[config.mk]
export PLATFORM = sky130hd
export DESIGN_NAME = bpsk_link_sequencer
export DESIGN_NICKNAME = d
export VERILOG_FILES = /design/src/rtl/bpsk_link_sequencer.sv
export SDC_FILE = /design/constraint.sdc
export NUM_CORES = 1
export LEC_CHECK = 0
export BUFFER_PORTS_ARGS = -buffer_cell sky130_fd_sc_hd__buf_2
export CAP_MARGIN = 20
export CORE_ASPECT_RATIO = 1.5
export CORE_MARGIN = 4
export CORE_UTILIZATION = 40
export DETAILED_ROUTE_END_ITERATION = 16
export PLACE_DENSITY_LB_ADDON = 0.2
export SLEW_MARGIN = 20
export SYNTH_ARGS = -nofsm -noshare
export SYNTH_HDL_FRONTEND = slang
export SYNTH_SLANG_ARGS = --single-unit
[constraint.sdc]
create_clock -name clock -period 4.52 [get_ports clock]
set_input_delay 0.904 -clock clock [delete_from_list [all_inputs] [get_ports clock]]
set_output_delay 0.904 -clock clock [all_outputs]
set_load 0.02 [all_outputs]
[src/rtl/bpsk_link_sequencer.sv]
// rtl/bpsk_link_sequencer.sv - symbol/sample strobe generator and BER measurement sequencer
module bpsk_link_sequencer #(
  parameter int OS     = 4,
  parameter int NB_CNT = 16,
  parameter int NB_PH  = 2
) (
  input  logic              clock,
  input  logic              i_reset,
  input  logic              i_enable,
  input  logic              i_start,
  input  logic              i_stop,
  input  logic [NB_PH-1:0]  i_phase,
  input  logic [NB_CNT-1:0] i_flush_len,
  input  logic [NB_CNT-1:0] i_meas_len,
  output logic              o_valid,
  output logic              o_sample_strobe,
  output logic              o_ber_clear,
  output logic              o_ber_enable,
  output logic              o_done,
  output logic              o_busy,
  output logic [1:0]        o_state,
  output logic [NB_CNT-1:0] o_sym_count
);

  typedef enum logic [1:0] {
    IDLE    = 2'd0,
    FLUSH   = 2'd1,
    MEASURE = 2'd2,
    DONE    = 2'd3
  } state_t;

  localparam logic [NB_PH-1:0] CNT_LAST = NB_PH'(OS - 1);

  state_t            state, next_state;
  logic [NB_PH-1:0]  cnt;
  logic [NB_CNT-1:0] flush_len, meas_len, sym_count, sym_next;
  logic              run, tick, enter_flush, leave_flush;
  logic              valid_d, strobe_d, clear_d, ber_en_d, done_d, busy_d;

  assign run         = ((state == FLUSH) || (state == MEASURE)) && i_enable;
  assign tick        = run && (cnt == CNT_LAST);
  assign sym_next    = sym_count + NB_CNT'(1);
  assign enter_flush = !i_stop && (next_state == FLUSH) && (state != FLUSH);
  assign leave_flush = !i_stop && (state == FLUSH) && (next_state == MEASURE);

  always_ff @(posedge clock or negedge i_reset) begin
    if (!i_reset) state <= IDLE;
    else          state <= next_state;
  end

  always_comb begin
    next_state = state;
    if (i_stop) begin
      next_state = IDLE;
    end else begin
      case (state)
        IDLE, DONE: if (i_start && i_enable) next_state = FLUSH;
        FLUSH: begin
          if ((flush_len == '0 && i_enable) || (tick && sym_next == flush_len))
            next_state = MEASURE;
        end
        MEASURE: begin
          // meas_len of zero means free-running; only i_stop leaves
          if (tick && meas_len != '0 && sym_next == meas_len)
            next_state = DONE;
        end
        default: next_state = IDLE;
      endcase
    end
  end

  always_comb begin
    valid_d  = tick && !i_stop;
    strobe_d = run && (cnt == i_phase) && !i_stop;
    clear_d  = enter_flush;
    ber_en_d = (state == MEASURE) && !i_stop;
    done_d   = (state == MEASURE) && (next_state == DONE);
    busy_d   = (next_state == FLUSH) || (next_state == MEASURE);
  end

  always_ff @(posedge clock or negedge i_reset) begin
    if (!i_reset) begin
      cnt       <= '0;
      sym_count <= '0;
      flush_len <= '0;
      meas_len  <= '0;
    end else begin
      if (i_stop || next_state == IDLE || enter_flush)
        cnt <= '0;
      else if (run)
        cnt <= (cnt == CNT_LAST) ? '0 : cnt + NB_PH'(1);

      if (i_stop || enter_flush || leave_flush)
        sym_count <= '0;
      else if (tick)
        sym_count <= sym_next;

      if (enter_flush) begin
        flush_len <= i_flush_len;
        meas_len  <= i_meas_len;
      end
    end
  end

  always_ff @(posedge clock or negedge i_reset) begin
    if (!i_reset) begin
      o_valid         <= 1'b0;
      o_sample_strobe <= 1'b0;
      o_ber_clear     <= 1'b0;
      o_ber_enable    <= 1'b0;
      o_done          <= 1'b0;
      o_busy          <= 1'b0;
    end else begin
      o_valid         <= valid_d;
      o_sample_strobe <= strobe_d;
      o_ber_clear     <= clear_d;
      o_ber_enable    <= ber_en_d;
      o_done          <= done_d;
      o_busy          <= busy_d;
    end
  end

  assign o_state     = state;
  assign o_sym_count = sym_count;

endmodule
==> results by group, run 1 <==
Clocking
  – Cells resized by post-CTS repair: 0
  – Post-CTS Setup Bufs: 0
  – Clk sink count: 58
  – CTS root buf: clkbuf_16
  – Clk buf depth: 2
  – CTS tree: yes
  – Clock Pin Slew Worst Setup and Hold Paths: 0.05 ns
  – H-tree Lvls: 3
  – Num CTS Buffers: 9
  – Skew-Pair Late Insertion Delay: 0.33 ns
  – Cts hold-fix bufs: 0

Synthesis
  – Most common cell in the netlist: dfrtp_1
  – Top cell type's share of synthesized area: 40.03%
  – Top FF cell, synth: dfrtp_1
  – Top cells by count, synth: dfrtp_1 (58), mux2_2 (30), nor2_1 (28)
  – Dominant cell type by area after synthesis: dfrtp_1
  – EDFF count, synth: 0
  – Post-synthesis cell count: 364
  – Ys async rst share: 100.0%
  – Mapped Area: 3626 µm²
  – Ranking of synthesized cells by area: dfrtp_1 (40%), mux2_2 (9.3%), xnor2_1 (6.3%)
  – Syn Area/Cell: 9.961 µm²
  – Yosys warnings: 0
  – Syn nets: 411
  – Synth cell types: 56
  – Seq/Total Area, Yosys: 40.03%
  – Synth Register Bits: 58

Floorplanning
  – Starting Density: 41.07%
  – Cell Rows: 42
  – Die H: 124.6 µm
  – DIE AREA: 10680 µm²
  – Core footprint: 8828 µm²
  – # IOs: 63
  – Die width: 85.74 µm

Setup path
  – CP Data Required Time: 4.73 ns
  – Most frequent CP cell: ha_1
  – Setup CP Type: reg2reg
  – Critical path launch point: o_sym_count[1]
  – CP Cell Sequence: ha_1, and4_1, and3_1, mux2i_1, o32ai_1, or4b_1, o31ai_1, o21a_1, ha_1, nor2b_1, nor2b_4, buf_4, mux2_2
  – Startpoint class of the critical path: flip-flop
  – Slowest CP cell: or4b_1
  – Buf/Inv on CP: 1
  – Slowest stage delay, CP: 0.52 ns
  – Reg-to-Reg Start: o_sym_count[1]
  – Critical Path AT: 4.42 ns
  – CP max FO: 21
  – Delay-heaviest family, CP: simple AND/OR/NAND/NOR gates
  – CP endpoint kind: flip-flop

Routing
  – Post-Route WL: 9865 µm
  – Initial drt markers: 168
  – Routed vias: 3034
  – Initial DRT Pass Iterations: 5
  – Drt via density: 5.557
  – Antenna viol nets, final: 0
  – # DRC: 0
  – WL/cell: 18.07 µm

STA
  – Final min period: 4.218 ns
  – Setup Skew: 0.004624 ns
  – Slew margin rel.: 50.75%
  – Final setup violation count: 0
  – Slew at the pin with the worst max-slew slack: 0.7387 ns
  – Slew Limit Fails: 0
  – Setup TNS Final: 0 ns
  – RSZ-0062 raised after global routing: false
  – Achievable Freq: 0.2371 GHz
  – Final worst-path cycle share: 93.32%
  – Fin. Hold Viols: 0

Pwr
  – Pwr per Cell Area: 437.5 nW/µm²
  – Final Power: 1.913 mW
  – LEAKAGE: 1.974 nW
  – Worst vdd ir: 227.7 µV

Placement
  – Placed Area: 4119 µm²
  – RePlAce Congestion: 0.9312
  – Number of port buffers: 62
  – Hpwl dp: 7700 µm

Global routing
  – GRT Util Overall: 19.73%
  – Initial antenna violation count: 0
  – Largest net degree at the start of global routing: 59
  – Grt total ovfl: 0
  – Global-route wire length before repair: 16300 µm
  – Number of global-route vias before repair: 3099

Min path
  – HP Class: reg2reg
  – Hold_sp: flush_len[0]

Run status
  – Outcome: complete, no violations

Finish
  – Layout Area Growth over Synthesis: 20.60%
  – Number of diodes: 0
  – Final Cell Area: 4373 µm²
  – Layout Nets: 480
  – Layout cells sized above 1: 29.36%

Flow run
  – Max-cap violations: 0
==> power breakdown <==
| group | total, mW | switching, mW | leakage [nW] | internal [mW] |
|---|---|---|---|---|
| logic | 0.485 | 0.209 | 1.11 | 0.277 |
| registers | 0.838 | 0.184 | 0.741 | 0.654 |
| clock network | 0.589 | 0.211 | 0.123 | 0.379 |
| total | 1.91 | 0.603 | 1.97 | 1.31 |
==> sequential cells by signal (all words and copies together) (netlist names) <==
name and count:
o_ber_enable 1, meas_len 16, o_valid 1, o_state 2, o_ber_clear 1, cnt 2, o_done 1, o_busy 1
flush_len 16, o_sample_strobe 1, o_sym_count 16
==> per-stage QoR <==
step                      cells  hold slack, ns  worst slack (ns)  utilization [%]
after floorplan             364          0.5149            0.2556                -
after global placement      532          0.5419            0.5014            46.66
after detailed placement    532          0.5480            0.3163            46.66
after CTS                   546          0.5616            0.2979            49.53
after global routing        546          0.5724           0.04324            49.53
final                       546          0.5574            0.3021            49.53
==> cell usage in the layout (no fill, tap or decap), types with 4 or more instances in the layout <==
cell,instances
clkbuf_16,9
nor3_1,10
nand3_1,14
nor3b_1,4
or3_1,5
o21ai_0,14
buf_2,62
xnor2_1,26
a2bb2oi_1,4
a21oi_1,13
nand2_1,19
nor4_1,11
buf_4,16
inv_1,13
nand4_1,8
dfrtp_1,58
clkbuf_1,4
ha_1,8
xor2_1,22
nor2_1,28
mux2_2,30
==> logic make-up (layout without fill, tap and decap cells) <==
group | count (synthesis) | in the layout | share of synthesized area (%)
XOR/XNOR | 51 | 51 | 13.46
multiplexers | 32 | 32 | 9.869
AND/OR/NAND/NOR | 125 | 125 | 19.77
flip-flops | 58 | 58 | 40.03
adder cells (fa/ha/maj) | 8 | 8 | 2.761
buffers and inverters | 33 | 105 | 3.623
AO/OA/AOI/OAI | 57 | 57 | 10.49
==> area by class of cell <==
class,count,area (µm²)
Multi-Input combinational cell,273,2051
Clock buffer,14,254.0
Timing Repair Buffer,78,430.4
Sequential cell,58,1451
Tap cell,110,137.6
Fill cell,885,4456
Inverter,13,48.80
==> routing by layer <==
layer / GRT usage, % / share of wire (%)
met5: 0 / 0
met4: 8.760 / 3.2
met3: 4.037 / 5.2
met2: 32.65 / 52
met1: 24.45 / 40
==> path summary, 6_finish.rpt <==
| check | endpoint | cells after the start | slack [ns] |
|---|---|---|---|
| max in group asynchronous | o_sym_count[9] | 2 | 3.30 |
| worst max register to register | meas_len[14] | 13 | 0.30 |
| min in group asynchronous | flush_len[3] | 2 | 0.73 |
| worst max-delay path | meas_len[14] | 13 | 0.30 |
| worst min register to register | flush_len[0] | 1 | 0.56 |
| worst min-delay path | flush_len[0] | 1 | 0.56 |
==> worst register-to-register path, cell delays in order, from the launching register on <==
cell	delay, ns
dfrtp_1	0.45
ha_1	0.34
and4_1	0.38
and3_1	0.28
mux2i_1	0.22
o32ai_1	0.10
or4b_1	0.52
o31ai_1	0.32
o21a_1	0.22
ha_1	0.15
nor2b_1	0.26
nor2b_4	0.20
buf_4	0.27
mux2_2	0.39
(Power assumes the default switching activity.)
==> run 2, diff against run 1 <==
--- a/config.mk
+++ b/config.mk
@@ -12,6 +12,7 @@
 export CORE_UTILIZATION = 40
 export DETAILED_ROUTE_END_ITERATION = 16
 export PLACE_DENSITY_LB_ADDON = 0.2
+export RECOVER_POWER = 100
 export SLEW_MARGIN = 20
 export SYNTH_ARGS = -nofsm -noshare
 export SYNTH_HDL_FRONTEND = slang
==> run 2 against run 1 <==
The flow now finishes with violations (max-capacitance violations, max-slew violations). Via count did not move. Critical path depth unchanged. Core utilization shrank 0.65 points. First-iteration DRC count grew 2.4%. Wire length is essentially flat. Count of clock-buffer cells in the layout did not move. Critical path type unchanged. Largest cell class unchanged. Highest routed layer unchanged.
==> results by group, run 2 (same netlist as run 1, synthesis figures left out) <==
Setup path
  – CP Data Required Time: 4.73 ns
  – Setup CP Type: reg2reg
  – Critical path depth: 13
  – Most frequent CP cell: ha_1
  – Delay-heaviest family, CP: simple AND/OR/NAND/NOR gates
  – Startpoint class of the critical path: flip-flop
  – Critical Path AT: 4.44 ns
  – Worst r2r path cells: 13
  – Slowest CP cell: or4b_1
  – CP max FO: 21
  – CP endpoint kind: flip-flop
  – Slowest stage delay, CP: 0.52 ns
  – CP Cell Sequence: ha_1, and4_1, and3_1, mux2i_1, o32ai_1, or4b_1, o31ai_1, o21a_1, ha_1, nor2b_1, nor2b_4, buf_4, mux2_2
  – Buf/Inv on CP: 1

Placement
  – RePlAce Congestion: 0.9312
  – Placed Area: 4119 µm²
  – Number of port buffers: 62
  – Hpwl dp: 7700 µm

Flow run
  – Max-cap violations: 1

Floorplanning
  – Die H: 124.6 µm
  – Starting Density: 41.07%
  – Die width: 85.74 µm
  – # IOs: 63
  – Cell Rows: 42
  – Core footprint: 8828 µm²
  – DIE AREA: 10680 µm²

Pwr
  – Gate power share: 25.3%
  – Switching Fraction: 31.53%
  – Net Switching: 0.6025 mW
  – Pint: 1.308 mW
  – Final Power: 1.911 mW
  – Worst vdd ir: 227.0 µV
  – Clock network power share: 30.9%
  – Seq pwr share: 43.9%
  – Pwr per Cell Area: 442.8 nW/µm²
  – LEAKAGE: 1.864 nW

STA
  – Final setup violation count: 0
  – Setup Skew: 0.004528 ns
  – RSZ-0062 raised after global routing: false
  – Slew Limit Fails: 59
  – Final worst-path cycle share: 93.65%
  – Setup TNS Final: 0 ns
  – Slew at the pin with the worst max-slew slack: 3.119 ns
  – Achievable Freq: 0.2362 GHz
  – Slew margin rel.: -107.9%
  – Fin. Hold Viols: 0
  – Final min period: 4.233 ns

Routing
  – Initial drt markers: 172
  – Initial DRT Pass Iterations: 4
  – WL/cell: 18.07 µm
  – Drt via density: 5.557
  – # DRC: 0
  – Antenna viol nets, final: 0
  – Routed vias: 3034
  – Post-Route WL: 9868 µm

Clocking
  – Skew-Pair Late Insertion Delay: 0.33 ns
  – CTS root buf: clkbuf_16
  – Cts hold-fix bufs: 0
  – Cells resized by post-CTS repair: 0
  – CTS tree: yes
  – H-tree Lvls: 3
  – Clk sink count: 58
  – Num CTS Buffers: 9
  – Post-CTS Setup Bufs: 0
  – Clk buf depth: 2
  – Clock Pin Slew Worst Setup and Hold Paths: 0.05 ns

Finish
  – Most frequent cells in the layout: dfrtp_1 (58), buf_2 (46), mux2_2 (30), clkbuf_1 (30), nor2_1 (28)
  – Layout cells sized above 1: 23.39%
  – Layout Nets: 480
  – Number of diodes: 0
  – Commonest non-fill, non-tap cell in the layout: dfrtp_1
  – Final Cell Area: 4315 µm²
  – Layout Area Growth over Synthesis: 19.01%

Global routing
  – Initial antenna violation count: 0
  – Grt total ovfl: 0
  – GRT Util Overall: 19.73%
  – Global-route wire length before repair: 16300 µm
  – Number of global-route vias before repair: 3099
  – Largest net degree at the start of global routing: 59

Run status
  – Outcome: complete, but fails checks
  – Failing checks: max-capacitance violations, max-slew violations

Min path
  – Hold depth: 1
  – HP Class: reg2reg
## run 2: routing by layer
| layer | vias to the layer above | part of all wire, % | global-route usage (%) |
|---|---|---|---|
| li1 | 1455 | - | - |
| met1 | 1452 | 40 | 24.45 |
| met2 | 101 | 51 | 32.65 |
| met3 | 26 | 5.3 | 4.037 |
| met4 | 0 | 3.5 | 8.760 |
| met5 | - | 0 | 0 |
## run 2: cell type report
cell class,count,area (µm²)
fill,908,4513
multi-input combinational,273,2051
sequential,58,1451
timing repair buffer,78,372.9
clock buffer,14,254.0
tap,110,137.6
inverter,13,48.80
## run 2: per-stage QoR
stage	worst slack, ns	std cells	util (%)	hold WS, ns
global route	0.04042	546	48.88	0.5724
global placement	0.5014	532	46.66	0.5419
finish	0.2869	546	48.88	0.5583
floorplan	0.2556	364	-	0.5149
CTS	0.2979	546	49.53	0.5616
detailed placement	0.3163	532	46.66	0.5480
## run 2: path summary, 6_finish.rpt
check	start	to	slack (ns)
max	o_sym_count[1]	meas_len[14]	0.29
min	flush_len[0]	flush_len[0]	0.56
max reg2reg	o_sym_count[1]	meas_len[14]	0.29
min reg2reg	flush_len[0]	flush_len[0]	0.56
max in group asynchronous	i_reset	o_sym_count[13]	1.05
min in group asynchronous	i_reset	flush_len[3]	1.71
## run 2: power by group through the flow
stage	clock, mW	combinational [mW]	sequential, mW
3_5_place_dp	0	0.490	0.844
3_3_place_gp	0	0.479	0.842
6_report	0.590	0.483	0.838
2_1_floorplan	0	0.377	0.776
5_1_grt	0.628	0.534	0.859
4_1_cts	0.604	0.492	0.837
